==> config.mk <==
export PLATFORM = sky130hd
export DESIGN_NAME = uart_tx_arbiter
export DESIGN_NICKNAME = d
export VERILOG_FILES = /design/src/rtl/uart_tx_arbiter.sv
export SDC_FILE = /design/constraint.sdc
export NUM_CORES = 1
export LEC_CHECK = 0
export BUFFER_PORTS_ARGS = -buffer_cell sky130_fd_sc_hd__buf_4
export CAP_MARGIN = 0
export CORE_UTILIZATION = 53
export CTS_CLUSTER_SIZE = 25
export DETAILED_ROUTE_END_ITERATION = 8
export PLACE_DENSITY = 0.89
export SLEW_MARGIN = 20
export SYNTH_ARGS = -nofsm -noshare
export SYNTH_HDL_FRONTEND = slang
export SYNTH_SLANG_ARGS = --single-unit
==> constraint.sdc <==
create_clock -name clk -period 3.8 [get_ports clk]
set_input_delay 0.19 -clock clk [delete_from_list [all_inputs] [get_ports clk]]
set_output_delay 0.19 -clock clk [all_outputs]
set_load 0.01 [all_outputs]
==> src/rtl/uart_tx_arbiter.sv <==
// Message-locked round-robin arbiter sharing one UART transmitter among NREQ byte
// streams; an owner keeps the lock until its 'last' byte, or until the lock timeout.
module uart_tx_arbiter #(
  parameter int unsigned NREQ         = 4,
  parameter logic [15:0] LOCK_TIMEOUT = 16'd50000,
  parameter logic [3:0]  START_WAIT   = 4'd8
) (
  input  logic              clk,
  input  logic              nRst,
  input  logic [NREQ-1:0]   req,
  input  logic [NREQ-1:0]   last,
  input  logic [8*NREQ-1:0] data,
  input  logic              busy_tx,
  output logic [NREQ-1:0]   ack,
  output logic [NREQ-1:0]   grant,
  output logic              transmit,
  output logic [7:0]        data_tx,
  output logic              timeout_err
);

  typedef enum logic [2:0] {StIdle, StIssue, StWaitStart, StWaitDone, StHold} state_e;

  localparam logic [15:0] LockLast  = LOCK_TIMEOUT - 16'd1;
  localparam logic [15:0] StartLast = {12'd0, START_WAIT} - 16'd1;

  state_e          state_q, state_d;
  logic [NREQ-1:0] grant_q, grant_d;
  logic [1:0]      owner_q, owner_d;
  logic [1:0]      ptr_q, ptr_d;
  logic [15:0]     cnt_q, cnt_d;
  logic            msg_end_q, msg_end_d;
  logic            tmo_q, tmo_d;
  logic [7:0]      data_tx_q, data_tx_d;

  logic [1:0] owner_nxt, pick, load_idx;
  logic [2:0] cand;
  logic       found, load, done;

  assign owner_nxt = (owner_q == 2'(NREQ - 1)) ? 2'd0 : owner_q + 2'd1;

  // First pending requester at or above ptr_q, wrapping modulo NREQ.
  always_comb begin
    found = 1'b0;
    pick  = ptr_q;
    cand  = '0;
    for (int k = 0; k < NREQ; k++) begin
      cand = {1'b0, ptr_q} + 3'(k);
      if (cand >= 3'(NREQ)) cand = cand - 3'(NREQ);
      if (!found && req[cand[1:0]]) begin
        found = 1'b1;
        pick  = cand[1:0];
      end
    end
  end

  always_comb begin
    state_d   = state_q;
    grant_d   = grant_q;
    owner_d   = owner_q;
    ptr_d     = ptr_q;
    cnt_d     = cnt_q;
    msg_end_d = msg_end_q;
    data_tx_d = data_tx_q;
    tmo_d     = 1'b0;
    load      = 1'b0;
    load_idx  = owner_q;
    done      = 1'b0;

    unique case (state_q)
      StIdle: begin
        if (!busy_tx && found) begin
          grant_d       = '0;
          grant_d[pick] = 1'b1;
          owner_d       = pick;
          load          = 1'b1;
          load_idx      = pick;
        end
      end
      StIssue: begin
        state_d = StWaitStart;
        cnt_d   = '0;
      end
      StWaitStart: begin
        if (busy_tx)                  state_d = StWaitDone;
        else if (cnt_q == StartLast)  done    = 1'b1;
        else                          cnt_d   = cnt_q + 16'd1;
      end
      StWaitDone: begin
        if (!busy_tx) done = 1'b1;
      end
      StHold: begin
        // A pending owner byte wins over a timeout on the same cycle.
        if (req[owner_q]) begin
          if (!busy_tx) load = 1'b1;
        end else if (cnt_q == LockLast) begin
          tmo_d   = 1'b1;
          grant_d = '0;
          ptr_d   = owner_nxt;
          state_d = StIdle;
        end else begin
          cnt_d = cnt_q + 16'd1;
        end
      end
      default: state_d = StIdle;
    endcase

    if (done) begin
      if (msg_end_q) begin
        grant_d = '0;
        ptr_d   = owner_nxt;
        state_d = StIdle;
      end else begin
        state_d = StHold;
        cnt_d   = '0;
      end
    end

    // Byte is captured on the edge into StIssue so data_tx is valid with transmit.
    if (load) begin
      state_d   = StIssue;
      data_tx_d = data[{load_idx, 3'b000} +: 8];
      msg_end_d = last[load_idx];
    end
  end

  always_ff @(posedge clk or negedge nRst) begin
    if (!nRst) begin
      state_q   <= StIdle;
      grant_q   <= '0;
      owner_q   <= '0;
      ptr_q     <= '0;
      cnt_q     <= '0;
      msg_end_q <= 1'b0;
      tmo_q     <= 1'b0;
      data_tx_q <= '0;
    end else begin
      state_q   <= state_d;
      grant_q   <= grant_d;
      owner_q   <= owner_d;
      ptr_q     <= ptr_d;
      cnt_q     <= cnt_d;
      msg_end_q <= msg_end_d;
      tmo_q     <= tmo_d;
      data_tx_q <= data_tx_d;
    end
  end

  assign transmit    = (state_q == StIssue);
  assign ack         = transmit ? grant_q : '0;
  assign grant       = grant_q;
  assign data_tx     = data_tx_q;
  assign timeout_err = tmo_q;

endmodule

# Yosys cells after proc, flatten, opt, wreduce, memory -nomap -nowiden
# Cells that the tools add are included.
[classes]
n_eq_ne = 11
magnitude_cmp = 12
n_mux = 65
n_shift = 1
addsub = 9
n_reduce_logical = 12
[ops]
columns = ["operator", "n"]
rows = [
  ["16-bit 2-to-1 mux", 6],
  ["16-bit case mux with 3 select lines", 1],
  ["2-bit 2-to-1 mux", 16],
  ["32-bit by 6-bit indexed part select with 8-bit output", 1],
  ["4-bit 2-to-1 mux", 6],
  ["2-bit by 3-bit less-than comparator with 1-bit output (second input constant)", 7],
  ["1-bit 2-to-1 mux", 19],
  ["3-bit 2-to-1 mux", 6],
  ["16-bit by 1-bit adder with 16-bit output (second input constant)", 1],
  ["16-bit equality test (second input constant)", 1],
  ["16-bit by 3-bit equality test with 1-bit output (second input constant)", 1],
  ["1-bit binary-select mux with 2-bit select", 6],
  ["4-bit inequality test (second input constant)", 3],
  ["3-bit case mux with 4 select lines", 1],
  ["3-bit greater-or-equal comparator (second input constant)", 3],
  ["4-bit case mux with 2 select lines", 1],
  ["2-bit by 1-bit subtractor with 2-bit output (second input constant)", 4],
  ["2-bit by 2-bit adder with 3-bit output (second input constant)", 2],
  ["3-bit by 2-bit equality test with 1-bit output (second input constant)", 2],
  ["1-bit logical AND", 5],
  ["1-bit zero test", 4],
  ["1-bit case mux with 2 select lines", 2],
  ["4-bit AND reduction", 1],
  ["2-bit by 1-bit adder with 3-bit output (second input constant)", 1],
  ["10 further kinds", 10],
]
[totals]
wordCells = 118
inputBits = 43
regBits = 37
output_inout_bits = 18

# Depth between registers and ports, before layout
[depth]
word_depth = 22
mapped_depth = 9
ltp_nobuf = 7

# Worst setup path before layout
# Ideal clock, no wire load.
[synth_timing]
path_type = "register -> register"
from = "reg state_q[0]"
to = "reg data_tx_q[6] (netlist: data_tx[6])"
setup_time_ns = 0.126
arrival_ns = 2.238
path_buffers = 3
path_stages_with_launch = 9
path_slack_ns = 1.436
path_cell_list = "dfrtp_1 > clkbuf_1 > or2_2 > nor2_1 > mux2_1 > buf_6 > buf_6 > mux2_4 > a221o_1"
[synth_between]
elab_chain_len = 3
elab_cells_between_ends = 5
classes_between = "eq/ne: 1; shift: 1; mux: 2; reduce/logical: 1"
[synth_lines]
columns = ["item", "line_no", "text"]
rows = [
  ["from (decl)", "26", "state_e state_q, state_d;"],
  ["from (signal assigned)", "128", "state_q <= StIdle;"],
  ["from (signal assigned)", "137", "state_q <= state_d;"],
  ["3-bit zero test", "69", "unique case (state_q)"],
  ["2-bit 2-to-1 mux", "69", ""],
  ["named net load_idx[1]", "35", "logic [1:0] owner_nxt, pick, load_idx;"],
  ["32-bit by 6-bit indexed part select with 8-bit output", "121", "data_tx_d = data[{load_idx, 3'b000} +: 8];"],
  ["to (signal assigned)", "144", "data_tx_q <= data_tx_d;"],
  ["to (decl)", "33", "logic [7:0] data_tx_q, data_tx_d;"],
]
# The timed path passes the listed nets, and every way through them passes these cells.
# A chain may end at the register's enable or synchronous reset.

# Final worst setup path
[layout_timing]
from = "reg state_q[0]"
to = "reg data_tx_q[5] (netlist: data_tx[5])"
[layout_between]
elab_chain_len = 3
elab_cells_between_ends = 5
classes_between = "eq/ne: 1; shift: 1; mux: 2; reduce/logical: 1"
[layout_lines]
columns = ["item", "line_no"]
rows = [
  ["3-bit zero test", "69"],
  ["2-bit 2-to-1 mux", "69"],
  ["32-bit by 6-bit indexed part select with 8-bit output", "121"],
]
# Parallel ways exist; a longest one is shown, timed or not.

==> impl_metrics.prom <==
# TYPE chip_impl_metric gauge
chip_impl_info{name="outcome",value="complete, no violations"} 1
chip_impl_metric{name="fmax",unit="MHz"} 379.6
chip_impl_info{name="regToRegEndpoint",value="data_tx[5]$_DFFE_PN0P_"} 1
chip_impl_metric{name="placementRows",unit=""} 23
chip_impl_metric{name="syn2layout_area_growth",unit="%"} 24.59
chip_impl_metric{name="number_of_placed_i_o_pins",unit=""} 61
chip_impl_metric{name="postLayoutCellArea",unit="sq um"} 2954
chip_impl_metric{name="die_w",unit="um"} 68.89
chip_impl_metric{name="vertical_die_dimension",unit="um"} 68.89
chip_impl_metric{name="clkPwrFrac",unit=""} 0.192
chip_impl_metric{name="placed_cells_incl_taps",unit=""} 342
chip_impl_metric{name="layout.cells.non_filler",unit=""} 351
chip_impl_metric{name="finalWorstSetupSlack",unit="ps"} 1166
chip_impl_metric{name="ys_async_sr_fraction",unit=""} 1.000
chip_impl_metric{name="synth_seq_cells",unit=""} 37
chip_impl_metric{name="vdd.ir_drop.worst",unit="uV"} 358.9
chip_impl_metric{name="dpl-instance-area",unit="sq um"} 2824
chip_impl_metric{name="avgViaCountPerCell",unit=""} 6.225
chip_impl_metric{name="worstPathMaxFanout",unit=""} 19
chip_impl_metric{name="detail_route.drc_violations",unit=""} 0
chip_impl_metric{name="yosys.cell_types.count",unit=""} 52
chip_impl_metric{name="antenna_found_initial",unit=""} 0
chip_impl_metric{name="wl_per_cell",unit="um"} 16.43
chip_impl_metric{name="clock_buffers_created_by_tritoncts",unit=""} 5
chip_impl_metric{name="core-area",unit="sq um"} 4144
chip_impl_metric{name="final_antenna_net_count",unit=""} 0
chip_impl_info{name="synth_largest_area_cell",value="dfrtp_1"} 1
chip_impl_metric{name="finalWorstPathRequiredPeriod",unit="ps"} 2634
chip_impl_metric{name="worst_r2r_setup_slack",unit="ps"} 1170
chip_impl_info{name="clk_root_buffer_cell",value="clkbuf_8"} 1
chip_impl_info{name="synth.top_cells.by_area",value="dfrtp_1, mux2_1, mux2_2"} 1
chip_impl_info{name="startpoint_type",value="flip-flop"} 1
chip_impl_metric{name="pwr-share-comb",unit=""} 0.471
chip_impl_metric{name="cts.path.max_buffers",unit=""} 2
chip_impl_metric{name="grt_max_degree",unit=""} 38
chip_impl_metric{name="fill_cells",unit=""} 325
chip_impl_info{name="critical_path.top_delay_family",value="multiplexers"} 1
chip_impl_info{name="path_cells",value="or2_2 -> nor2_1 -> mux2_1 -> mux2_2 -> a221o_1"} 1
chip_impl_metric{name="drt_pass1_iterations",unit=""} 5
chip_impl_metric{name="worstPathRequired",unit="ps"} 3980
chip_impl_info{name="hp-start",value="busy_tx"} 1
chip_impl_metric{name="post_route_cells_drive_above_1_share",unit=""} 0.2924
chip_impl_metric{name="synth_fp_nets",unit=""} 288
chip_impl_metric{name="number_of_global_route_vias_before_repair",unit=""} 2087
chip_impl_metric{name="setup_viol",unit=""} 0
chip_impl_metric{name="gp_congestion",unit=""} 0.8538
chip_impl_info{name="rsz0062_at_grt",value="no"} 1
chip_impl_metric{name="insertion_delay",unit="ps"} 300
chip_impl_metric{name="cts.repair_timing.setup_buffer_count",unit=""} 0
chip_impl_metric{name="netlist_area",unit="sq um"} 2371
chip_impl_metric{name="cts_max_level",unit=""} 2
chip_impl_metric{name="swShare",unit=""} 0.3842
chip_impl_metric{name="setup_tns",unit="ps"} 0
chip_impl_info{name="cts_tree",value="built"} 1
chip_impl_metric{name="fin_skew",unit="ps"} 9.425
chip_impl_metric{name="drt-initial-drc-count",unit=""} 138
chip_impl_metric{name="routed-via-count",unit=""} 2185
chip_impl_metric{name="nets",unit=""} 345
chip_impl_metric{name="maxCapViolCount",unit=""} 0
chip_impl_metric{name="power_report.internal_total",unit="W"} 0.001149
chip_impl_metric{name="slew-limit-headroom",unit=""} 0.4154
chip_impl_metric{name="grt_pass1_wl",unit="mm"} 9.508
chip_impl_metric{name="yosysWarnings",unit=""} 0
chip_impl_metric{name="post_synth_top_area_share",unit=""} 0.3905
chip_impl_metric{name="static-leakage-power",unit="nW"} 1.327
chip_impl_metric{name="crit_arrival",unit="ps"} 2820
chip_impl_metric{name="totalWireLength",unit="mm"} 5.767
chip_impl_metric{name="netlist_instances",unit=""} 243
chip_impl_metric{name="post_cts_resize_count",unit=""} 0
chip_impl_metric{name="cts_sinks",unit=""} 37
chip_impl_metric{name="sequentialPowerShare",unit=""} 0.337
chip_impl_metric{name="power.switching",unit="W"} 0.0007167
chip_impl_info{name="layout.cells.most_common_list",value="buf_4, dfrtp_1, nand2_1"} 1
chip_impl_metric{name="power_density",unit="nW/um^2"} 631.4
chip_impl_info{name="worst-setup-path-type",value="reg -> reg"} 1
chip_impl_metric{name="critical_path_buffer_and_inverter_count",unit=""} 0
chip_impl_metric{name="final-max-slew-violation-count",unit=""} 0
chip_impl_metric{name="worst_hold_path.num_cells",unit=""} 3
chip_impl_info{name="crit-reg2reg-launch",value="state_q[0]$_DFFE_PN0P_"} 1
chip_impl_metric{name="antenna-diode-count",unit=""} 0
chip_impl_metric{name="syn-mean-instance-area",unit="sq um"} 9.757
chip_impl_metric{name="design.die.area",unit="sq um"} 4745
chip_impl_metric{name="globalRoute.totalOverflow",unit=""} 0
chip_impl_info{name="end_kind",value="flip-flop"} 1
chip_impl_metric{name="dp_hpwl",unit="mm"} 4.258
chip_impl_metric{name="final.period_utilization",unit=""} 0.6932
chip_impl_metric{name="cts.clk_slew.worst_paths",unit="ps"} 80
chip_impl_metric{name="worstRegToRegCells",unit=""} 5
chip_impl_metric{name="synth_seq_area_share",unit=""} 0.3905
chip_impl_metric{name="critical-path-max-stage-delay",unit="ps"} 680
chip_impl_info{name="synth_ff_type",value="dfrtp_1"} 1
chip_impl_metric{name="finalHoldViolations",unit=""} 0
chip_impl_info{name="most_common_cell_after_layout_fill_and_taps_aside",value="buf_4"} 1
chip_impl_info{name="holdCritPathClass",value="in -> reg"} 1
chip_impl_info{name="critical_path.slowest_cell",value="mux2_1"} 1
chip_impl_metric{name="groute.usage.overall",unit=""} 0.2738
chip_impl_metric{name="floorplan.initialDensity",unit=""} 0.5722
chip_impl_metric{name="port_buffers",unit=""} 60
chip_impl_metric{name="synth-edff-count",unit=""} 0
chip_impl_metric{name="path_depth",unit=""} 5
chip_impl_metric{name="dp_worst_setup_slack",unit="ps"} 1164
chip_impl_metric{name="worstMarginPinSlew",unit="ps"} 875.1
chip_impl_info{name="worstHoldEndpoint",value="state_q[0]$_DFFE_PN0P_"} 1
## power by group through the flow
stage                     combinational, W  sequential [W]  clock [W]
after floorplan                   0.000643        0.000612          0
after global placement            0.000840        0.000628          0
after detailed placement          0.000874        0.000628          0
after CTS                         0.000877        0.000626   0.000361
after global routing              0.000965        0.000648   0.000376
final                             0.000879        0.000628   0.000358
## tightest hold or removal path, delay by kind of cell
family                 cells  cell delay, ps
and+or+nand+nor            2             110
buffers and inverters      1             100
## final cells by class
| cell class | instances | area, sq um | area share |
|---|---|---|---|
| tap | 50 | 62.56 | 0.02118 |
| timing repair buffer | 62 | 467.9 | 0.1584 |
| clock inverter | 2 | 37.54 | 0.01271 |
| inverter | 5 | 18.77 | 0.006353 |
| multi-input combinational | 189 | 1359 | 0.4600 |
| sequential | 37 | 925.9 | 0.3134 |
| clock buffer | 6 | 82.58 | 0.02795 |
## synthesized netlist by cell type, types with 3 or more instances
cell,number
or2_2,3
nor2_1,13
inv_1,5
a31oi_1,4
mux2_1,11
nor3_1,6
nand2_1,18
mux2_2,9
dfrtp_1,37
clkbuf_1,8
and3_1,7
a221o_1,9
and2_1,8
nand3b_1,3
nand4_1,5
nand3_1,9
buf_6,3
o21ai_0,6
nor2b_1,14
or3_1,5
a311oi_1,7
nand2b_1,5
a21oi_1,11
## stage by stage
| stage | total power, W | utilization | hold slack [ps] |
|---|---|---|---|
| global route | 0.001988 | 0.7129 | 142.3 |
| finish | 0.001865 | 0.7129 | 131.4 |
| CTS | 0.001863 | 0.7129 | 122.5 |
| floorplan | 0.001255 | - | -105.6 |
| detailed placement | 0.001502 | 0.6815 | 182.6 |
| global placement | 0.001468 | 0.6815 | 171.9 |
## sequential cells by signal (all words and copies together) (netlist names)
name	cells
ptr_q	2
grant	4
cnt_q	16
timeout_err	1
owner_q	2
data_tx	8
state_q	3
msg_end_q	1
## timing repair
item	in CTS	in global routing
hold endpoints to repair	37	0
endpoints found under the setup margin	0	0
hold buffers	1	0
## worst max-delay path by stage
stage,from,slack (ps),end
3_5_place_dp,state_q[0]$_DFFE_PN0P_,1160,data_tx[5]$_DFFE_PN0P_
4_1_cts,state_q[0]$_DFFE_PN0P_,1160,data_tx[5]$_DFFE_PN0P_
6_report,state_q[0]$_DFFE_PN0P_,1170,data_tx[5]$_DFFE_PN0P_
2_1_floorplan,state_q[0]$_DFFE_PN0P_,1440,data_tx[6]$_DFFE_PN0P_
5_1_grt,cnt_q[0]$_DFF_PN0_,950,cnt_q[11]$_DFF_PN0_
3_3_place_gp,state_q[0]$_DFFE_PN0P_,1260,data_tx[4]$_DFFE_PN0P_
## metal layers
| layer | wire length (um) | track usage | vias to the layer above |
|---|---|---|---|
| met5 | 0 | 0 | - |
| met4 | 72 | 0.1020 | 0 |
| met3 | 364 | 0.06414 | 9 |
| met2 | 2845 | 0.4575 | 87 |
| met1 | 2485 | 0.3413 | 1050 |
| li1 | - | - | 1039 |
## cells by family (layout without fill, tap and decap cells)
family	Yosys count	after routing	share of synthesized area
adder cells (fa/ha/maj)	2	2	0.01055
multiplexers	23	23	0.1150
XOR/XNOR	2	2	0.007389
AND/OR/NAND/NOR	105	105	0.2475
AO/OA/AOI/OAI	57	57	0.1926
flip-flops	37	37	0.3905
buffers and inverters	17	75	0.03641
No activity file was read; power rests on OpenSTA's default activity.
